<file path="config.mk">
export PLATFORM = sky130hd
export DESIGN_NAME = gs_sequencer
export DESIGN_NICKNAME = d
export VERILOG_FILES = /design/src/rtl/gs_sequencer_pkg.sv /design/src/rtl/gs_sequencer_wr_stage.sv /design/src/rtl/gs_sequencer.sv
export SDC_FILE = /design/constraint.sdc
export NUM_CORES = 1
export LEC_CHECK = 0
export ABC_CLOCK_PERIOD_IN_PS = 5800
export CORE_MARGIN = 5
export CORE_UTILIZATION = 40
export CTS_CLUSTER_SIZE = 40
export DETAILED_ROUTE_END_ITERATION = 10
export DONT_BUFFER_PORTS = 1
export PLACE_DENSITY_LB_ADDON = 0.15
export SETUP_SLACK_MARGIN = 0.4
export SYNTH_ARGS = -nofsm -noshare
export SYNTH_HDL_FRONTEND = slang
export SYNTH_SLANG_ARGS = --single-unit
</file>
<file path="constraint.sdc">
create_clock -name clk -period 5.8 [get_ports clk]
set_input_delay 0.58 -clock clk [delete_from_list [all_inputs] [get_ports clk]]
set_output_delay 0.58 -clock clk [all_outputs]
set_load 0.005 [all_outputs]
</file>
<file path="src/rtl/gs_sequencer_pkg.sv">
// Shared definitions for the grayscale stage: controller state encoding and
// the default frame geometry also used by the grayscaler and the memories.
package gs_sequencer_pkg;

  localparam int GS_IMG_W = 2;
  localparam int GS_IMG_H = 2;

  typedef enum logic [2:0] {
    ST_IDLE  = 3'd0,
    ST_FETCH = 3'd1,
    ST_DRAIN = 3'd2,
    ST_DONE  = 3'd3,
    ST_ERROR = 3'd4
  } gs_state_e;

  // Number of grayscale results (one per pixel) in a frame.
  function automatic int gs_npix(input int w, input int h);
    return w * h;
  endfunction

endpackage

</file>
<file path="src/rtl/gs_sequencer_wr_stage.sv">
// gs_wr_stage: result capture register for the grayscale sequencer.
// A capture strobe registers the result byte and its destination address;
// the write strobe follows one cycle later.
// Ports:
//   clk, rst_n   clock and asynchronous active-low reset
//   cap_i        capture the current result this cycle
//   pix_i        pixel index of the captured result
//   data_i       captured result byte
//   dst_we_o     destination write strobe (one cycle after capture)
//   dst_addr_o   DST_BASE + pixel index, truncated to ADDR_W
//   dst_data_o   registered result byte
module gs_wr_stage
  import gs_sequencer_pkg::*;
#(
  parameter int ADDR_W   = 16,
  parameter int DST_BASE = 0
) (
  input  logic              clk,
  input  logic              rst_n,
  input  logic              cap_i,
  input  logic [ADDR_W-1:0] pix_i,
  input  logic [7:0]        data_i,
  output logic              dst_we_o,
  output logic [ADDR_W-1:0] dst_addr_o,
  output logic [7:0]        dst_data_o
);

  localparam logic [ADDR_W-1:0] DST_BASE_A = ADDR_W'(DST_BASE);

  logic              we_q,   we_d;
  logic [ADDR_W-1:0] addr_q, addr_d;
  logic [7:0]        data_q, data_d;

  always_comb begin
    we_d   = cap_i;
    addr_d = addr_q;
    data_d = data_q;
    if (cap_i) begin
      addr_d = DST_BASE_A + pix_i;
      data_d = data_i;
    end
  end

  // capture -> write stage boundary
  always_ff @(posedge clk or negedge rst_n) begin
    if (!rst_n) begin
      we_q   <= 1'b0;
      addr_q <= DST_BASE_A;
      data_q <= 8'h00;
    end else begin
      we_q   <= we_d;
      addr_q <= addr_d;
      data_q <= data_d;
    end
  end

  assign dst_we_o   = we_q;
  assign dst_addr_o = addr_q;
  assign dst_data_o = data_q;

endmodule

</file>
<file path="src/rtl/gs_sequencer.sv">
// gs_sequencer: controller for the grayscale stage. On start it streams
// 3*W*H RGB bytes from source memory into the grayscaler (honouring its pause
// request), writes each of the W*H results to destination memory and then
// reports completion or a drain timeout.
// Ports:
//   clk, rst_n         clock and asynchronous active-low reset
//   start, abort       frame start (IDLE only) and synchronous abort
//   busy, done, err    status: active, completion pulse, sticky timeout
//   src_rd_en/addr     source memory read port
//   gs_enable/pause    grayscaler enable and its pause request
//   gs_valid/data      grayscaler result strobe and byte
//   gs_done            grayscaler frame status (informational, unused)
//   dst_we/addr/data   destination memory write port
module gs_sequencer
  import gs_sequencer_pkg::*;
#(
  parameter int IMG_W    = GS_IMG_W,
  parameter int IMG_H    = GS_IMG_H,
  parameter int ADDR_W   = 16,
  parameter int SRC_BASE = 0,
  parameter int DST_BASE = 0,
  parameter int TIMEOUT  = 255
) (
  input  logic              clk,
  input  logic              rst_n,
  input  logic              start,
  input  logic              abort,
  output logic              busy,
  output logic              done,
  output logic              err,
  output logic              src_rd_en,
  output logic [ADDR_W-1:0] src_addr,
  output logic              gs_enable,
  input  logic              gs_pause,
  input  logic              gs_valid,
  input  logic [7:0]        gs_data,
  input  logic              gs_done,
  output logic              dst_we,
  output logic [ADDR_W-1:0] dst_addr,
  output logic [7:0]        dst_data
);

  localparam int                NPIX       = gs_npix(IMG_W, IMG_H);
  localparam int                IDLE_W     = $clog2(TIMEOUT + 1);
  localparam logic [ADDR_W-1:0] LAST_BYTE  = ADDR_W'(3 * NPIX - 1);
  localparam logic [ADDR_W-1:0] NPIX_A     = ADDR_W'(NPIX);
  localparam logic [ADDR_W-1:0] SRC_BASE_A = ADDR_W'(SRC_BASE);
  localparam logic [IDLE_W-1:0] TIMEOUT_C  = IDLE_W'(TIMEOUT);

  gs_state_e         state_q, state_d;
  logic [ADDR_W-1:0] byte_cnt_q, byte_cnt_d;
  logic [ADDR_W-1:0] pix_cnt_q, pix_cnt_d;
  logic [IDLE_W-1:0] idle_cnt_q, idle_cnt_d, idle_inc;
  logic              err_q, err_d;
  logic              active, rd_fire, capture;

  // Completion is signalled by our own pixel count, never by the grayscaler.
  logic gs_done_unused;
  assign gs_done_unused = gs_done;

  always_comb begin
    state_d    = state_q;
    byte_cnt_d = byte_cnt_q;
    pix_cnt_d  = pix_cnt_q;
    idle_cnt_d = idle_cnt_q;
    err_d      = err_q;
    idle_inc   = idle_cnt_q + IDLE_W'(1);

    active  = (state_q == ST_FETCH) || (state_q == ST_DRAIN);
    rd_fire = (state_q == ST_FETCH) && !gs_pause;
    // Results beyond the frame size, or arriving with an abort, are dropped.
    capture = active && gs_valid && (pix_cnt_q != NPIX_A) && !abort;

    if (rd_fire) byte_cnt_d = byte_cnt_q + ADDR_W'(1);
    if (capture) pix_cnt_d = pix_cnt_q + ADDR_W'(1);

    case (state_q)
      ST_IDLE: begin
        if (start) begin
          state_d    = ST_FETCH;
          byte_cnt_d = '0;
          pix_cnt_d  = '0;
          idle_cnt_d = '0;
          err_d      = 1'b0;
        end
      end
      ST_FETCH: begin
        if (rd_fire && (byte_cnt_q == LAST_BYTE)) state_d = ST_DRAIN;
      end
      ST_DRAIN: begin
        // pix_cnt reaches the frame size the same cycle the last write issues.
        if (pix_cnt_q == NPIX_A) begin
          state_d = ST_DONE;
        end else if (gs_valid) begin
          idle_cnt_d = '0;
        end else begin
          idle_cnt_d = idle_inc;
          if (idle_inc == TIMEOUT_C) begin
            state_d = ST_ERROR;
            err_d   = 1'b1;
          end
        end
      end
      ST_DONE:  state_d = ST_IDLE;
      ST_ERROR: state_d = ST_IDLE;
      default:  state_d = ST_IDLE;
    endcase

    // Abort overrides everything, including an accepted start or a timeout.
    if (abort) begin
      state_d = ST_IDLE;
      err_d   = err_q;
      if (state_q == ST_IDLE) begin
        byte_cnt_d = byte_cnt_q;
        pix_cnt_d  = pix_cnt_q;
        idle_cnt_d = idle_cnt_q;
      end
    end
  end

  // control register stage boundary
  always_ff @(posedge clk or negedge rst_n) begin
    if (!rst_n) begin
      state_q    <= ST_IDLE;
      byte_cnt_q <= '0;
      pix_cnt_q  <= '0;
      idle_cnt_q <= '0;
      err_q      <= 1'b0;
    end else begin
      state_q    <= state_d;
      byte_cnt_q <= byte_cnt_d;
      pix_cnt_q  <= pix_cnt_d;
      idle_cnt_q <= idle_cnt_d;
      err_q      <= err_d;
    end
  end

  assign busy      = active;
  assign gs_enable = active;
  assign done      = (state_q == ST_DONE);
  assign err       = err_q;
  assign src_rd_en = rd_fire;
  assign src_addr  = SRC_BASE_A + byte_cnt_q;

  gs_wr_stage #(
    .ADDR_W  (ADDR_W),
    .DST_BASE(DST_BASE)
  ) u_wr (
    .clk       (clk),
    .rst_n     (rst_n),
    .cap_i     (capture),
    .pix_i     (pix_cnt_q),
    .data_i    (gs_data),
    .dst_we_o  (dst_we),
    .dst_addr_o(dst_addr),
    .dst_data_o(dst_data)
  );

endmodule

</file>
**Yosys cells after proc, flatten, opt, wreduce, memory -nomap -nowiden**

Index checks and enable logic that the tools add are counted.

- Register bits: 69
- Output and inout bits: 46
- Word-level logic and storage cells: 68

- $add $sub $neg: 3
- Equal/unequal tests: 16
- Multiplexer cells: 28
- Bitwise gates (word level): 1
- Reductions and logical operators: 12

Operators by type and width:

| cell | count |
|---|---|
| 16-bit two-way mux | 10 |
| 8-bit two-way mux | 5 |
| 16-bit by 1-bit adder with 16-bit output, second input constant | 2 |
| 3-bit two-way mux | 6 |
| 16-bit by 3-bit equality test with 1-bit output, second input constant | 1 |
| 16-bit by 4-bit equality test with 1-bit output, second input constant | 1 |
| 16-bit by 3-bit != test with 1-bit output, second input constant | 1 |
| 8-bit one-hot mux with 2 select lines | 1 |
| 3-bit one-hot mux with 3 select lines | 1 |
| 8-bit by 1-bit adder with 8-bit output, second input constant | 1 |
| 8-bit equality test, second input constant | 1 |
| 2-bit != test, second input constant | 4 |
| 3-bit by 2-bit equality test with 1-bit output, second input constant | 2 |
| 6-bit AND reduction | 1 |
| 1-bit logical AND | 5 |
| 1-bit two-way mux | 4 |
| 4-bit by 2-bit != test with 1-bit output, second input constant | 1 |
| 4-bit by 3-bit != test with 1-bit output, second input constant | 1 |
| 4-bit AND reduction | 1 |
| 3-bit by 1-bit equality test with 1-bit output, second input constant | 1 |
| 3-bit zero test | 1 |
| 3-bit by 2-bit != test with 1-bit output, second input constant | 1 |
| 3-bit != test, second input constant | 1 |
| 1-bit zero test | 2 |
| 5 further kinds | 5 |

**Depth between registers and ports, before layout**

- Depth after elaboration: 10
- Depth in mapped cells: 8
- Depth with buffers taken out: 6

**By module**

Synthesis repeated with hierarchy kept, for this count alone.

- Cell total of the unflattened synthesis: 335
- Area, all modules: 3589.7 um2

By module, submodules not included:

| module | times used | cells each | area each (um2) | seq. area each (um2) |
|---|---|---|---|---|
| gs_sequencer | 1 | 283 | 2567.5 | 1101.1 |
| gs_wr_stage | 1 | 52 | 1022.2 | 625.6 |

**Worst setup path after synthesis**

Ideal clock, no wire load.

- Kind: input -> register
- From: input port abort
- To: register pix_cnt_q[14]
- Setup time: 78 ps
- Data arrival time: 2191 ps
- Data required time: 5722 ps
- Slack: 3532 ps
- Cell stages on the path: 5
- Path buffers: 1
- Cell sequence: or3b_1 or4_1 buf_2 or4_1 a21oi_1

- Longest elaborated chain between the ends: 7

Ends and longest elaborated chain:

| element | line | text |
|---|---|---|
| from (decl) | gs_sequencer.sv:27 | `input logic abort,` |
| 1-bit zero test | gs_sequencer.sv:72 | `capture = active && gs_valid && (pix_cnt_q != NPIX_A) && !abort;` |
| 1-bit logical AND | gs_sequencer.sv:72 |  |
| 16-bit two-way mux | gs_sequencer.sv:75 | `if (capture) pix_cnt_d = pix_cnt_q + ADDR_W'(1);` |
| 16-bit two-way mux | gs_sequencer.sv:79 | `if (start) begin` |
| 16-bit two-way mux | gs_sequencer.sv:77 | `case (state_q)` |
| 16-bit two-way mux | gs_sequencer.sv:113 | `if (state_q == ST_IDLE) begin` |
| 16-bit two-way mux | gs_sequencer.sv:110 | `if (abort) begin` |
| to (signal assigned) | gs_sequencer.sv:132 | `pix_cnt_q <= pix_cnt_d;` |
| to (decl) | gs_sequencer.sv:52 | `logic [ADDR_W-1:0] pix_cnt_q, pix_cnt_d;` |

Several ways; a longest one is shown, not always the timed one. The select of a mux whose other input is x is not followed.
A chain may end at the register's enable or synchronous reset.

**Final worst setup path**

- From: register pix_cnt_q[1]
- To: register u_wr.addr_q[2], in the netlist u_wr.dst_addr_o[2]

- Longest elaborated chain between the ends: 3

Ends and longest elaborated chain:

| element | line | text |
|---|---|---|
| 16-bit by 3-bit != test with 1-bit output | gs_sequencer.sv:72 |  |
| 1-bit logical AND (2 in a row) | gs_sequencer.sv:72 |  |
| to (signal assigned) | gs_sequencer_wr_stage.sv:52 | `addr_q <= addr_d;` |
| to (decl) | gs_sequencer_wr_stage.sv:31 | `logic [ADDR_W-1:0] addr_q, addr_d;` |

Every way passes these cells.

==> results.toml <==
[status]
status = "finished, final reports clean"

[floorplanning]
initial_core_util_pct = 41.4
fp-row-count = 34
overall_die_area_um2 = 11100
chipWidth_um = 105
core_area_um2 = 8760
design.portCount = 61
dieHeight_um = 105

[clock_tree]
cts.root.buffer_cell = "sky130_fd_sc_hd__clkbuf_8"
cts_max_level = 3
insertion_delay_ps = 350
cts.reportedPaths.clkPinSlew_ps = 80
tritoncts = "done"
ctsHoldBuffers = 1
cts_sinks = 69
clk_path_buf_depth = 2
resized_cells_post_cts = 0
tritoncts.num_buffers = 9
cts.repair_timing.setup_buffer_count = 0

[worst_setup_path]
worst_ep_arrival_time_ps = 2720
endpoint_kind = "flip-flop"
r2r-start = "pix_cnt_q[1]"
timing.reg2reg.setup_slack_ps = 3310
timing.critical_path.fanout_max = 14
criticalPathCategory = "flip-flop to flip-flop"
critical_path.reg2reg.endpoint = "u_wr.dst_addr_o[2]"
setup.worst_path.start_class = "flip-flop"
worst_path_required_time_ps = 6030
worstRegToRegCells = 7

[drt]
top_layer = "met4"
avgViaCountPerCell = 6.07
wl_per_cell_um = 19.2
antenna_violating_nets_post_route = 0
finalWirelength_um = 8890
drt-met1-wl_um = 4120
first_iter_violations = 144
drt_drc_violations_left = 0
firstDrtPassIters = 7
vias = 2816
met2RoutedLength_um = 4060
met3RoutedLength_um = 670

[synthesis]
synth.net_count = 374
yosys_most_used_dff = "sky130_fd_sc_hd__dfrtp_1"
post_synthesis_async_set_or_reset_flop_share_pct = 100
synth_cell_types = 55
ys_seq_area_share_pct = 47.6
synth_edf_count = 0
yosysWarningCount = 0
synth_seq_cells = 69
yosys.area_share.adder_pct = 1.72
synth_mux_area_share_pct = 9.92
synth_compound_area_share_pct = 12.8
syn-cell-area_um2 = 3630
netlist_instances = 354
synth_top_cells_by_area = "sky130_fd_sc_hd__dfrtp_1, sky130_fd_sc_hd__mux2_2, sky130_fd_sc_hd__nand3_1"
yosys.area.top_type_share_pct = 47.6
main_combinational_cell_family_by_area_after_synthesis = "simple AND/OR/NAND/NOR gates"
cell_type_with_the_largest_total_area_after_synthesis = "sky130_fd_sc_hd__dfrtp_1"
post_synth_xor_area_fraction_pct = 1.93
syn_area_per_cell_um2 = 10.3
post_synth_and_or_nand_nor_area_fraction_pct = 22.3

[sta]
rsz0062_at_grt = "no"
finalWorstPathRequiredPeriod_ps = 2490
final.setup.tns_ps = 0
tightestPinTransition_ps = 1150
setup_viol = 0
hold_viol = 0
min_period_over_period_pct = 43.0
worst_clock_skew_ps = 11.8
final.setup.worst_slack_ps = 3310
max_freq_ghz = 0.401
final-max-slew-violation-count = 0
slew_headroom_pct = 23.0

[layout]
finalNetCount = 371
drive_above_1_share_pct = 14.9
stdcell_area_um2 = 4010
areaGrowthSynthToFinish_pct = 10.3
antennaDiodeCount = 0
layoutNonFillerInstCount = 464

[pwr]
static-leakage-power_nw = 1.69
pwr_density_cell_nw_per_um2 = 282
vdd.ir_drop.worst_v = 0.000160

[run]
drv.max_cap_violation_count = 0

[global_routing]
grt_antenna_before_repair = 0
first_global_vias = 2859
maximum_number_of_pins_on_one_net_before_global_route_repair = 70
global_router_s_overall_resource_usage_pct = 16.6
grt_pass1_wl_um = 14900
grt_overflow = 0

[min_path]
hold_class = "input port to asynchronous set/reset pin"

[placement]
portBuffers = 0
dp.cells = 447
dpl_worst_slack_ps = 3290
gp_routability_congestion = 0.797
post-dp-hpwl_um = 6120
detailed_place.area_um2 = 3720
## worst max-delay path, stage by stage, from the launching register on
cell	delay, ps
sky130_fd_sc_hd__dfrtp_1	430
sky130_fd_sc_hd__inv_1	100
sky130_fd_sc_hd__ha_1	170
sky130_fd_sc_hd__nor4bb_1	470
sky130_fd_sc_hd__and4_1	470
sky130_fd_sc_hd__nor2_2	210
sky130_fd_sc_hd__buf_4	240
sky130_fd_sc_hd__mux2_2	280
## routing by layer
| metal | GRT usage [%] | up-vias |
|---|---|---|
| met5 | 0 | - |
| met4 | 4.75 | 0 |
| met1 | 22.1 | 1395 |
| met3 | 6.78 | 4 |
| met2 | 25.0 | 81 |
| li1 | - | 1336 |
## sequential cells by signal (all words and copies together) (netlist names)
register	flops
byte_cnt_q	16
u_wr.dst_data_o	8
u_wr.dst_addr_o	16
pix_cnt_q	16
idle_cnt_q	8
u_wr.dst_we_o	1
err	1
state_q	3
## synthesized netlist by cell type, types with 6 or more instances
cell	count
sky130_fd_sc_hd__a21oi_1	12
sky130_fd_sc_hd__buf_2	7
sky130_fd_sc_hd__nand4_1	13
sky130_fd_sc_hd__nor2_1	12
sky130_fd_sc_hd__mux2i_1	9
sky130_fd_sc_hd__nor4_1	15
sky130_fd_sc_hd__a31oi_1	8
sky130_fd_sc_hd__mux2_2	24
sky130_fd_sc_hd__nand3_1	21
sky130_fd_sc_hd__nand2b_1	6
sky130_fd_sc_hd__dfrtp_1	69
sky130_fd_sc_hd__inv_1	14
sky130_fd_sc_hd__and4_1	6
sky130_fd_sc_hd__nand2_1	21
sky130_fd_sc_hd__o21ai_0	15
sky130_fd_sc_hd__and3_1	9
sky130_fd_sc_hd__o31ai_1	6
sky130_fd_sc_hd__or4_1	7
sky130_fd_sc_hd__clkbuf_1	10
## worst max-delay path by stage
stage                          to    startpoint  depth (start not counted)  slack (ps)
6_report       u_wr.dst_addr_o[2]  pix_cnt_q[1]                          7        3310
5_1_grt        u_wr.dst_data_o[7]  pix_cnt_q[1]                          7        3090
4_1_cts        u_wr.dst_addr_o[2]  pix_cnt_q[0]                          7        3280
3_5_place_dp   u_wr.dst_data_o[4]  pix_cnt_q[0]                          7        3290
3_3_place_gp   u_wr.dst_addr_o[1]  pix_cnt_q[0]                          7        3300
2_1_floorplan       pix_cnt_q[14]         abort                          5        3530
## cells in the final DEF (no fill, tap or decap), types with 7 or more instances in the layout
cell type	instances
sky130_fd_sc_hd__a21oi_1	12
sky130_fd_sc_hd__nand4_1	13
sky130_fd_sc_hd__nor2_1	11
sky130_fd_sc_hd__mux2_2	24
sky130_fd_sc_hd__or4_1	7
sky130_fd_sc_hd__nand2_1	21
sky130_fd_sc_hd__nand3_1	21
sky130_fd_sc_hd__dfrtp_1	69
sky130_fd_sc_hd__a31oi_1	8
sky130_fd_sc_hd__mux2i_1	9
sky130_fd_sc_hd__and3_1	9
sky130_fd_sc_hd__clkbuf_8	11
sky130_fd_sc_hd__nor4_1	15
sky130_fd_sc_hd__inv_1	14
sky130_fd_sc_hd__o21ai_0	15
## metrics by stage
step | utilization (%) | total power [mW] | hold WS (ps)
floorplan | - | 0.608 | 284
global placement | 42.5 | 0.631 | 286
detailed placement | 42.5 | 0.633 | 286
CTS | 45.7 | 1.15 | 107
global route | 45.7 | 1.19 | 98.8
finish | 45.7 | 1.13 | 96.7
## final cells by class
type,instances,area (um2)
well taps,108,135
fillers,831,4760
clock buffers,11,151
clock inverters,5,106
repair buffers,5,57.6
multi-input cells,252,1780
flip-flops and latches,69,1730
inverters,14,52.6
## cell families after synthesis
family	count (synthesis)
AOI/OAI and AO/OA	69
muxes	33
buffers and inverters	33
and+or+nand+nor	137
DFF	69
adders and majority gates	5
xor gates and xnor gates	8
## where the power goes
part / switching [mW] / internal [mW]
clock: 0.186 / 0.310
sequential: 0.0333 / 0.510
combinational: 0.0497 / 0.0401
total: 0.269 / 0.860
No activity file was read; power rests on OpenSTA's default activity.
